===== config.mk =====
export PLATFORM = sky130hd
export DESIGN_NAME = byte_lb_bridge_flat
export DESIGN_NICKNAME = d
export VERILOG_FILES = /design/src/rtl/byte_lb_bridge_pkg.sv /design/src/rtl/byte_lb_bridge_if.sv /design/src/rtl/byte_lb_bridge_shift.sv /design/src/rtl/byte_lb_bridge.sv /design/src/flat_wrapper.sv
export SDC_FILE = /design/constraint.sdc
export NUM_CORES = 1
export LEC_CHECK = 0
export CAP_MARGIN = 20
export CORE_MARGIN = 8
export CORE_UTILIZATION = 50
export CTS_CLUSTER_SIZE = 12
export DETAILED_ROUTE_END_ITERATION = 10
export GPL_TIMING_DRIVEN = 0
export PLACE_DENSITY = 0.79
export SYNTH_ARGS = -nofsm -noshare
export SYNTH_HDL_FRONTEND = slang
export SYNTH_SLANG_ARGS = --single-unit

===== constraint.sdc =====
create_clock -name clk_lb -period 6 [get_ports clk_lb]
set_input_delay 0.9 -clock clk_lb [delete_from_list [all_inputs] [get_ports clk_lb]]
set_output_delay 0.9 -clock clk_lb [all_outputs]
set_load 0.005 [all_outputs]

===== src/rtl/byte_lb_bridge_pkg.sv =====
// Shared types and defaults for the byte-stream to LocalBus bridge.
// Holds the FSM state encoding and the default command/timeout constants.
package byte_lb_pkg;

  typedef enum logic [2:0] {
    ST_IDLE    = 3'd0,
    ST_ADDR    = 3'd1,
    ST_LEN     = 3'd2,
    ST_WDATA   = 3'd3,
    ST_WR_STB  = 3'd4,
    ST_RD_STB  = 3'd5,
    ST_RD_WAIT = 3'd6,
    ST_TX      = 3'd7
  } state_e;

  localparam logic [7:0]  CMD_WR_DEF       = 8'hF0;
  localparam logic [7:0]  CMD_RD_DEF       = 8'hF1;
  localparam logic [15:0] TIMEOUT_CYC_DEF  = 16'd1023;
  localparam logic [31:0] TIMEOUT_DATA_DEF = 32'hDEADBEEF;

  // Dword address step; wraps modulo 2^32.
  function automatic logic [31:0] next_addr(input logic [31:0] addr);
    return addr + 32'd4;
  endfunction

endpackage


===== src/rtl/byte_lb_bridge_if.sv =====
// Byte-stream (rx/tx) and LocalBus signal bundle for byte_lb_bridge.
// master = bridge side, slave = UART FIFOs plus LocalBus target side.
interface byte_lb_bridge_if;
  logic [7:0]  rx_byte;
  logic        rx_valid;
  logic        rx_ready;
  logic [7:0]  tx_byte;
  logic        tx_valid;
  logic        tx_ready;
  logic        lb_wr;
  logic        lb_rd;
  logic [31:0] lb_addr;
  logic [31:0] lb_wr_d;
  logic [31:0] lb_rd_d;
  logic        lb_rd_rdy;
  logic        busy;

  modport master (
    input  rx_byte, rx_valid, tx_ready, lb_rd_d, lb_rd_rdy,
    output rx_ready, tx_byte, tx_valid, lb_wr, lb_rd, lb_addr, lb_wr_d, busy
  );

  modport slave (
    output rx_byte, rx_valid, tx_ready, lb_rd_d, lb_rd_rdy,
    input  rx_ready, tx_byte, tx_valid, lb_wr, lb_rd, lb_addr, lb_wr_d, busy
  );
endinterface


===== src/rtl/byte_lb_bridge_shift.sv =====
// lb_byte_shift: 4-byte shift register with a byte index, used to assemble
// write dwords from rx bytes and to serialize read dwords MSB first.
module lb_byte_shift (
  input  logic        clk,
  input  logic        reset,
  input  logic        load,
  input  logic [31:0] din,
  input  logic        shift,
  input  logic [7:0]  byte_in,
  output logic [31:0] data,
  output logic [1:0]  idx
);

  logic [31:0] data_r;
  logic [1:0]  idx_r;

  // Parallel load restarts the index; each shift moves one byte toward the MSB end.
  always_ff @(posedge clk) begin
    if (reset) begin
      data_r <= 32'd0;
      idx_r  <= 2'd0;
    end else if (load) begin
      data_r <= din;
      idx_r  <= 2'd0;
    end else if (shift) begin
      data_r <= {data_r[23:0], byte_in};
      idx_r  <= idx_r + 2'd1;
    end else begin
      data_r <= data_r;
      idx_r  <= idx_r;
    end
  end

  assign data = data_r;
  assign idx  = idx_r;

endmodule


===== src/rtl/byte_lb_bridge.sv =====
// byte_lb_bridge: parses CMD/ADDR/LEN byte frames into LocalBus burst writes/reads and
// streams read dwords back MSB first. Optional read timeout: LB_BRIDGE_TIMEOUT_EN.
module byte_lb_bridge
  import byte_lb_pkg::*;
#(
  parameter logic [7:0]  CMD_WR       = CMD_WR_DEF,
  parameter logic [7:0]  CMD_RD       = CMD_RD_DEF
`ifdef LB_BRIDGE_TIMEOUT_EN
  ,
  parameter logic [15:0] TIMEOUT_CYC  = TIMEOUT_CYC_DEF,
  parameter logic [31:0] TIMEOUT_DATA = TIMEOUT_DATA_DEF
`endif
) (
  input  logic              clk_lb,
  input  logic              reset,
  byte_lb_bridge_if.master  bus
);

  state_e      state_r, state_s;
  logic [7:0]  count_r, count_s;
  logic        is_rd_r, is_rd_s;
  logic [1:0]  addr_cnt_r, addr_cnt_s;
  logic [31:0] lb_addr_r, lb_addr_s;
  logic [31:0] lb_wr_d_r, lb_wr_d_s;
  logic        lb_wr_r, lb_wr_s;
  logic        lb_rd_r, lb_rd_s;
  logic        tx_valid_r, tx_valid_s;
  logic        rx_ready_r, rx_ready_s;
  logic        busy_r, busy_s;
  logic        rx_fire_s, tx_fire_s;

  logic        sh_load_s, sh_shift_s;
  logic [31:0] sh_din_s;
  logic [31:0] sh_data_s;
  logic [1:0]  sh_idx_s;

`ifdef LB_BRIDGE_TIMEOUT_EN
  logic [15:0] tmo_r, tmo_s;
`endif

  lb_byte_shift u_shift (
    .clk     (clk_lb),
    .reset   (reset),
    .load    (sh_load_s),
    .din     (sh_din_s),
    .shift   (sh_shift_s),
    .byte_in (bus.rx_byte),
    .data    (sh_data_s),
    .idx     (sh_idx_s)
  );

  assign rx_fire_s = bus.rx_valid & rx_ready_r;
  assign tx_fire_s = tx_valid_r & bus.tx_ready;

  // Next-state and next-output decode; every registered output is computed here.
  always_comb begin
    state_s    = state_r;
    count_s    = count_r;
    is_rd_s    = is_rd_r;
    addr_cnt_s = addr_cnt_r;
    lb_addr_s  = lb_addr_r;
    lb_wr_d_s  = lb_wr_d_r;
    lb_wr_s    = 1'b0;
    lb_rd_s    = 1'b0;
    tx_valid_s = tx_valid_r;
    sh_load_s  = 1'b0;
    sh_shift_s = 1'b0;
    sh_din_s   = 32'd0;
`ifdef LB_BRIDGE_TIMEOUT_EN
    tmo_s      = tmo_r;
`endif

    case (state_r)
      ST_IDLE: begin
        if (rx_fire_s && ((bus.rx_byte == CMD_WR) || (bus.rx_byte == CMD_RD))) begin
          is_rd_s    = (bus.rx_byte == CMD_RD);
          addr_cnt_s = 2'd0;
          state_s    = ST_ADDR;
        end else begin
          state_s = ST_IDLE;
        end
      end
      ST_ADDR: begin
        if (rx_fire_s) begin
          lb_addr_s  = {lb_addr_r[23:0], bus.rx_byte};
          addr_cnt_s = addr_cnt_r + 2'd1;
          state_s    = (addr_cnt_r == 2'd3) ? ST_LEN : ST_ADDR;
        end else begin
          state_s = ST_ADDR;
        end
      end
      ST_LEN: begin
        if (rx_fire_s) begin
          count_s   = bus.rx_byte;
          sh_load_s = 1'b1;
          if (is_rd_r) begin
            lb_rd_s = 1'b1;
            state_s = ST_RD_STB;
          end else begin
            state_s = ST_WDATA;
          end
        end else begin
          state_s = ST_LEN;
        end
      end
      ST_WDATA: begin
        if (rx_fire_s) begin
          sh_shift_s = 1'b1;
          if (sh_idx_s == 2'd3) begin
            lb_wr_s   = 1'b1;
            lb_wr_d_s = {sh_data_s[23:0], bus.rx_byte};
            state_s   = ST_WR_STB;
          end else begin
            state_s = ST_WDATA;
          end
        end else begin
          state_s = ST_WDATA;
        end
      end
      ST_WR_STB: begin
        lb_addr_s = next_addr(lb_addr_r);
        if (count_r == 8'd0) begin
          state_s = ST_IDLE;
        end else begin
          count_s = count_r - 8'd1;
          state_s = ST_WDATA;
        end
      end
      ST_RD_STB: begin
        // lb_rd_rdy coinciding with the strobe itself is deliberately not looked at.
        state_s = ST_RD_WAIT;
`ifdef LB_BRIDGE_TIMEOUT_EN
        tmo_s   = 16'd0;
`endif
      end
      ST_RD_WAIT: begin
        if (bus.lb_rd_rdy) begin
          sh_load_s  = 1'b1;
          sh_din_s   = bus.lb_rd_d;
          tx_valid_s = 1'b1;
          state_s    = ST_TX;
`ifdef LB_BRIDGE_TIMEOUT_EN
        end else if (tmo_r == (TIMEOUT_CYC - 16'd1)) begin
          sh_load_s  = 1'b1;
          sh_din_s   = TIMEOUT_DATA;
          tx_valid_s = 1'b1;
          state_s    = ST_TX;
        end else begin
          tmo_s   = tmo_r + 16'd1;
          state_s = ST_RD_WAIT;
        end
`else
        end else begin
          state_s = ST_RD_WAIT;
        end
`endif
      end
      ST_TX: begin
        if (tx_fire_s) begin
          sh_shift_s = 1'b1;
          if (sh_idx_s == 2'd3) begin
            tx_valid_s = 1'b0;
            lb_addr_s  = next_addr(lb_addr_r);
            if (count_r == 8'd0) begin
              state_s = ST_IDLE;
            end else begin
              count_s = count_r - 8'd1;
              lb_rd_s = 1'b1;
              state_s = ST_RD_STB;
            end
          end else begin
            state_s = ST_TX;
          end
        end else begin
          state_s = ST_TX;
        end
      end
      default: begin
        state_s    = ST_IDLE;
        tx_valid_s = 1'b0;
      end
    endcase

    rx_ready_s = (state_s == ST_IDLE) || (state_s == ST_ADDR) ||
                 (state_s == ST_LEN)  || (state_s == ST_WDATA);
    busy_s     = (state_s != ST_IDLE);
  end

  // State and output registers; reset drops any partial frame or pending tx byte.
  always_ff @(posedge clk_lb) begin
    if (reset) begin
      state_r    <= ST_IDLE;
      count_r    <= 8'd0;
      is_rd_r    <= 1'b0;
      addr_cnt_r <= 2'd0;
      lb_addr_r  <= 32'd0;
      lb_wr_d_r  <= 32'd0;
      lb_wr_r    <= 1'b0;
      lb_rd_r    <= 1'b0;
      tx_valid_r <= 1'b0;
      rx_ready_r <= 1'b0;
      busy_r     <= 1'b0;
`ifdef LB_BRIDGE_TIMEOUT_EN
      tmo_r      <= 16'd0;
`endif
    end else begin
      state_r    <= state_s;
      count_r    <= count_s;
      is_rd_r    <= is_rd_s;
      addr_cnt_r <= addr_cnt_s;
      lb_addr_r  <= lb_addr_s;
      lb_wr_d_r  <= lb_wr_d_s;
      lb_wr_r    <= lb_wr_s;
      lb_rd_r    <= lb_rd_s;
      tx_valid_r <= tx_valid_s;
      rx_ready_r <= rx_ready_s;
      busy_r     <= busy_s;
`ifdef LB_BRIDGE_TIMEOUT_EN
      tmo_r      <= tmo_s;
`endif
    end
  end

  assign bus.rx_ready = rx_ready_r;
  assign bus.tx_byte  = sh_data_s[31:24];
  assign bus.tx_valid = tx_valid_r;
  assign bus.lb_wr    = lb_wr_r;
  assign bus.lb_rd    = lb_rd_r;
  assign bus.lb_addr  = lb_addr_r;
  assign bus.lb_wr_d  = lb_wr_d_r;
  assign bus.busy     = busy_r;

endmodule


===== src/flat_wrapper.sv =====
// flat-port wrapper written by rule: the top's interface ports become plain ports
module byte_lb_bridge_flat import byte_lb_pkg::*;
#(
  parameter logic [7:0]  CMD_WR       = CMD_WR_DEF,
  parameter logic [7:0]  CMD_RD       = CMD_RD_DEF

)
  (clk_lb, reset, bus_rx_byte, bus_rx_valid, bus_tx_ready, bus_lb_rd_d, bus_lb_rd_rdy, bus_rx_ready, bus_tx_byte, bus_tx_valid, bus_lb_wr, bus_lb_rd, bus_lb_addr, bus_lb_wr_d, bus_busy);
  byte_lb_bridge_if bus_i ();
  input  logic clk_lb;
  input  logic reset;
  input wire logic [$bits(bus_i.rx_byte)-1:0] bus_rx_byte;
  input wire logic [$bits(bus_i.rx_valid)-1:0] bus_rx_valid;
  input wire logic [$bits(bus_i.tx_ready)-1:0] bus_tx_ready;
  input wire logic [$bits(bus_i.lb_rd_d)-1:0] bus_lb_rd_d;
  input wire logic [$bits(bus_i.lb_rd_rdy)-1:0] bus_lb_rd_rdy;
  output wire logic [$bits(bus_i.rx_ready)-1:0] bus_rx_ready;
  output wire logic [$bits(bus_i.tx_byte)-1:0] bus_tx_byte;
  output wire logic [$bits(bus_i.tx_valid)-1:0] bus_tx_valid;
  output wire logic [$bits(bus_i.lb_wr)-1:0] bus_lb_wr;
  output wire logic [$bits(bus_i.lb_rd)-1:0] bus_lb_rd;
  output wire logic [$bits(bus_i.lb_addr)-1:0] bus_lb_addr;
  output wire logic [$bits(bus_i.lb_wr_d)-1:0] bus_lb_wr_d;
  output wire logic [$bits(bus_i.busy)-1:0] bus_busy;
  assign bus_i.rx_byte = bus_rx_byte;
  assign bus_i.rx_valid = bus_rx_valid;
  assign bus_i.tx_ready = bus_tx_ready;
  assign bus_i.lb_rd_d = bus_lb_rd_d;
  assign bus_i.lb_rd_rdy = bus_lb_rd_rdy;
  assign bus_rx_ready = bus_i.rx_ready;
  assign bus_tx_byte = bus_i.tx_byte;
  assign bus_tx_valid = bus_i.tx_valid;
  assign bus_lb_wr = bus_i.lb_wr;
  assign bus_lb_rd = bus_i.lb_rd;
  assign bus_lb_addr = bus_i.lb_addr;
  assign bus_lb_wr_d = bus_i.lb_wr_d;
  assign bus_busy = bus_i.busy;
  byte_lb_bridge #(.CMD_WR(CMD_WR), .CMD_RD(CMD_RD)) u_core (.clk_lb(clk_lb), .reset(reset), .bus(bus_i));
endmodule

==> run summary <==
Status -> completed
Post-synth top flop -> dfxtp_1
Post-Syn Nets -> 791
Synth async-reset ratio -> 0
CTS root buffer -> clkbuf_16
Adder-cell area share of the yosys netlist -> 0.00880
# resized after CTS -> 0
Ratio of cells with drive above 1 in the final layout -> 0.0637
Placeable Area -> 0.0113 mm2
Peak supply drop -> 240 uV
Avg Inst Size Synth -> 7.66 um2
EDFF count, synth -> 0
CTS tree -> yes
Distinct cells, synth -> 65
RSZ-0062 raised after global routing -> no
GRT Total Usage -> 0.279
# fillers -> 966
Yosys top cell area share -> 0.412
Avg WL per Cell -> 20.2 um
FF-to-FF setup slack -> 3.24 ns
Mux cell area share after synthesis -> 0.0152
Vias post-DR -> 6,494
Tcrit/Tclk final -> 0.544
DP HPWL -> 15.2 mm
Crit path kind -> in -> reg
Mapped Area -> 0.00569 mm2
Num CTS Buffers -> 17
Hold path depth -> 2
Seq/Total Area, Yosys -> 0.412
Post-Synth Simple-Gate Area -> 0.244
Crit Reg-Reg Startpoint -> u_core.count_r[0]$_SDFFE_PP0P_
Setup crit end kind -> flop
Synth Area in XOR/XNOR -> 0.00616
Post-synth top area cell -> dfxtp_1
Standby leakage power -> 2.48 nW
1st-pass router iterations -> 6
Max-slew violation count -> 0
Cells on worst reg2reg path -> 7
Inst Count DP -> 1,007
CTS clk-pin slew, worst paths -> 0.05 ns
H-tree depth -> 4
WP data arrival -> 3.60 ns
Layout Nets -> 932
PD cells -> 238 mW/mm2
Most frequent cells in the layout -> nand2_1 (123), clkdlybuf4s50_1 (121), dfxtp_1 (117)
Cell Rows -> 39
# DRC -> 0
First-pass GRT wire length -> 32.8 mm
Initial core utilization -> 0.504
Commonest non-fill, non-tap cell in the layout -> nand2_1
Largest cells by area after synthesis -> dfxtp_1 (41%), nand2_1 (8.1%), a21oi_1 (6.1%)
ANT nets after route -> 0
Crit path capture -> u_core.bus.lb_addr[3]$_SDFFE_PP0P_
R2r endpoint -> u_core.bus.busy$_SDFF_PP0_
Die Ht -> 123 um
Yosys reg bits -> 117
# setup viols final -> 0
PortBufs -> 121
Fmax achieved -> 0.306 GHz
GPL Wtd Cong -> 0.954
Routed wire length -> 21.0 mm
Ant. Diodes -> 0
Synth Area in Compound Gates -> 0.258
Die area -> 0.0150 mm2
Clk sinks -> 117
Combinational family with the most area after synthesis -> compound AO/OA/AOI/OAI gates
Largest net degree at the start of global routing -> 17
CTS Hold Buffers Added -> 0
Final clock skew -> 0.00697 ns
Vias per cell -> 6.26
Drt first-iter violations -> 697
Post-CTS Setup Repair Bufs -> 0
Final hold violation count -> 0
Slew Limit Headroom -> 0.304
Slew @ Worst Pin -> 1.04 ns
Req. time, crit path -> 6.33 ns
TNS Setup -> 0 ns
Post-Synthesis Cells -> 742
Setup crit start -> bus_rx_valid
Antenna violations before repair -> 0
Clock buffer depth -> 2
Crit-path max FO -> 10
Yosys warning count -> 0
Global route overflow -> 0
Die W -> 123 um
Tmin final -> 3.27 ns
Area delta synth->final -> 34.5%
Worst Setup Start Kind -> primary input
Area of the multi-input gates -> 0.00303 mm2
Vias in the first global route -> 6,274
Final core occ -> 0.678
Max Cap Viol -> 0
HP Class -> reg -> reg
Storage cell area -> 0.00234 mm2
I/O pin count -> 122
Power, Total -> 0.00182 W
Fin cells -> 1,038
Worst skew pair latency -> 0.43 ns
flip-flops by register name, indices dropped and copies added, names as in the netlist:
signal	cells
u_core.state_r	3
u_core.addr_cnt_r	2
u_core.bus.lb_wr	1
u_core.bus.tx_valid	1
u_core.is_rd_r	1
u_core.bus.lb_rd	1
u_core.u_shift.idx	2
u_core.bus.rx_ready	1
u_core.count_r	8
u_core.bus.busy	1
u_core.u_shift.data	32
u_core.bus.lb_addr	32
u_core.bus.lb_wr_d	32
stage by stage:
stage	area (um2)	setup WS, ns	hold slack [ns]
after floorplan	5690	3.61	0.438
after global placement	7080	2.49	0.444
after detailed placement	7090	2.44	0.448
after CTS	7650	2.85	0.459
after global routing	7650	2.61	0.474
final	7650	2.73	0.455
cell type report:
type	instances	area share
Clock buffer	21	0.0589
Tap cell	143	0.0234
Inverter	14	0.00687
Timing Repair Buffer	122	0.160
Multi-Input combinational cell	551	0.396
Clock inverter	10	0.0141
Buffer	60	0.0349
Sequential cell	117	0.306
layer usage:
metal  GRT usage  wire, um  up-vias
met4       0.105       568        0
met1       0.357      8770     3068
li1            -         -     2960
met2       0.433      9300      403
met3      0.0874      2340       63
met5           0         0        -
power by group:
| group | total, W | internal (W) | switching, W |
|---|---|---|---|
| clock | 0.000980 | 0.000614 | 0.000367 |
| combinational | 0.0000644 | 0.0000313 | 0.0000331 |
| sequential | 0.000779 | 0.000778 | 0.000000707 |
kinds of logic (layout without fill, tap and decap cells):
kind of cell,Yosys count,after routing
xor+xnor,4,4
flops,117,117
buf+inv,74,227
fa+ha+maj,4,4
simple gates,301,301
mux,8,8
compound gates,234,234
worst min path at each step:
stage,startpoint,endpoint,slack [ns]
2_1_floorplan,u_core.u_shift.data[2]$_SDFFE_PP0P_,u_core.bus.lb_wr_d[10]$_SDFFE_PP0P_,0.44
3_3_place_gp,u_core.bus.lb_wr_d[0]$_SDFFE_PP0P_,u_core.bus.lb_wr_d[0]$_SDFFE_PP0P_,0.44
3_5_place_dp,u_core.bus.lb_wr_d[9]$_SDFFE_PP0P_,u_core.bus.lb_wr_d[9]$_SDFFE_PP0P_,0.45
4_1_cts,u_core.bus.lb_wr_d[21]$_SDFFE_PP0P_,u_core.bus.lb_wr_d[21]$_SDFFE_PP0P_,0.46
5_1_grt,u_core.bus.lb_wr_d[21]$_SDFFE_PP0P_,u_core.bus.lb_wr_d[21]$_SDFFE_PP0P_,0.47
6_report,u_core.bus.lb_wr_d[8]$_SDFFE_PP0P_,u_core.bus.lb_wr_d[8]$_SDFFE_PP0P_,0.46
synthesized netlist by cell type, types with 6 or more instances:
cell        n
nand2_1   123
dfxtp_1   117
nor2_1     78
a21oi_1    69
o21ai_0    63
clkbuf_1   43
a211oi_1   40
nand3_1    24
nor3_1     16
inv_1      14
nand4_1    14
a22oi_1    11
buf_4      10
and2_1      6
nor4_1      6
worst max-delay path: stages:
cell,delay [ns]
clkdlybuf4s50_1,0.55
and3b_1,0.18
clkbuf_1,0.29
nand2_1,0.33
a21oi_1,0.52
clkbuf_1,0.48
nor2_1,0.08
a311oi_1,0.25
(Power assumes the default switching activity.)
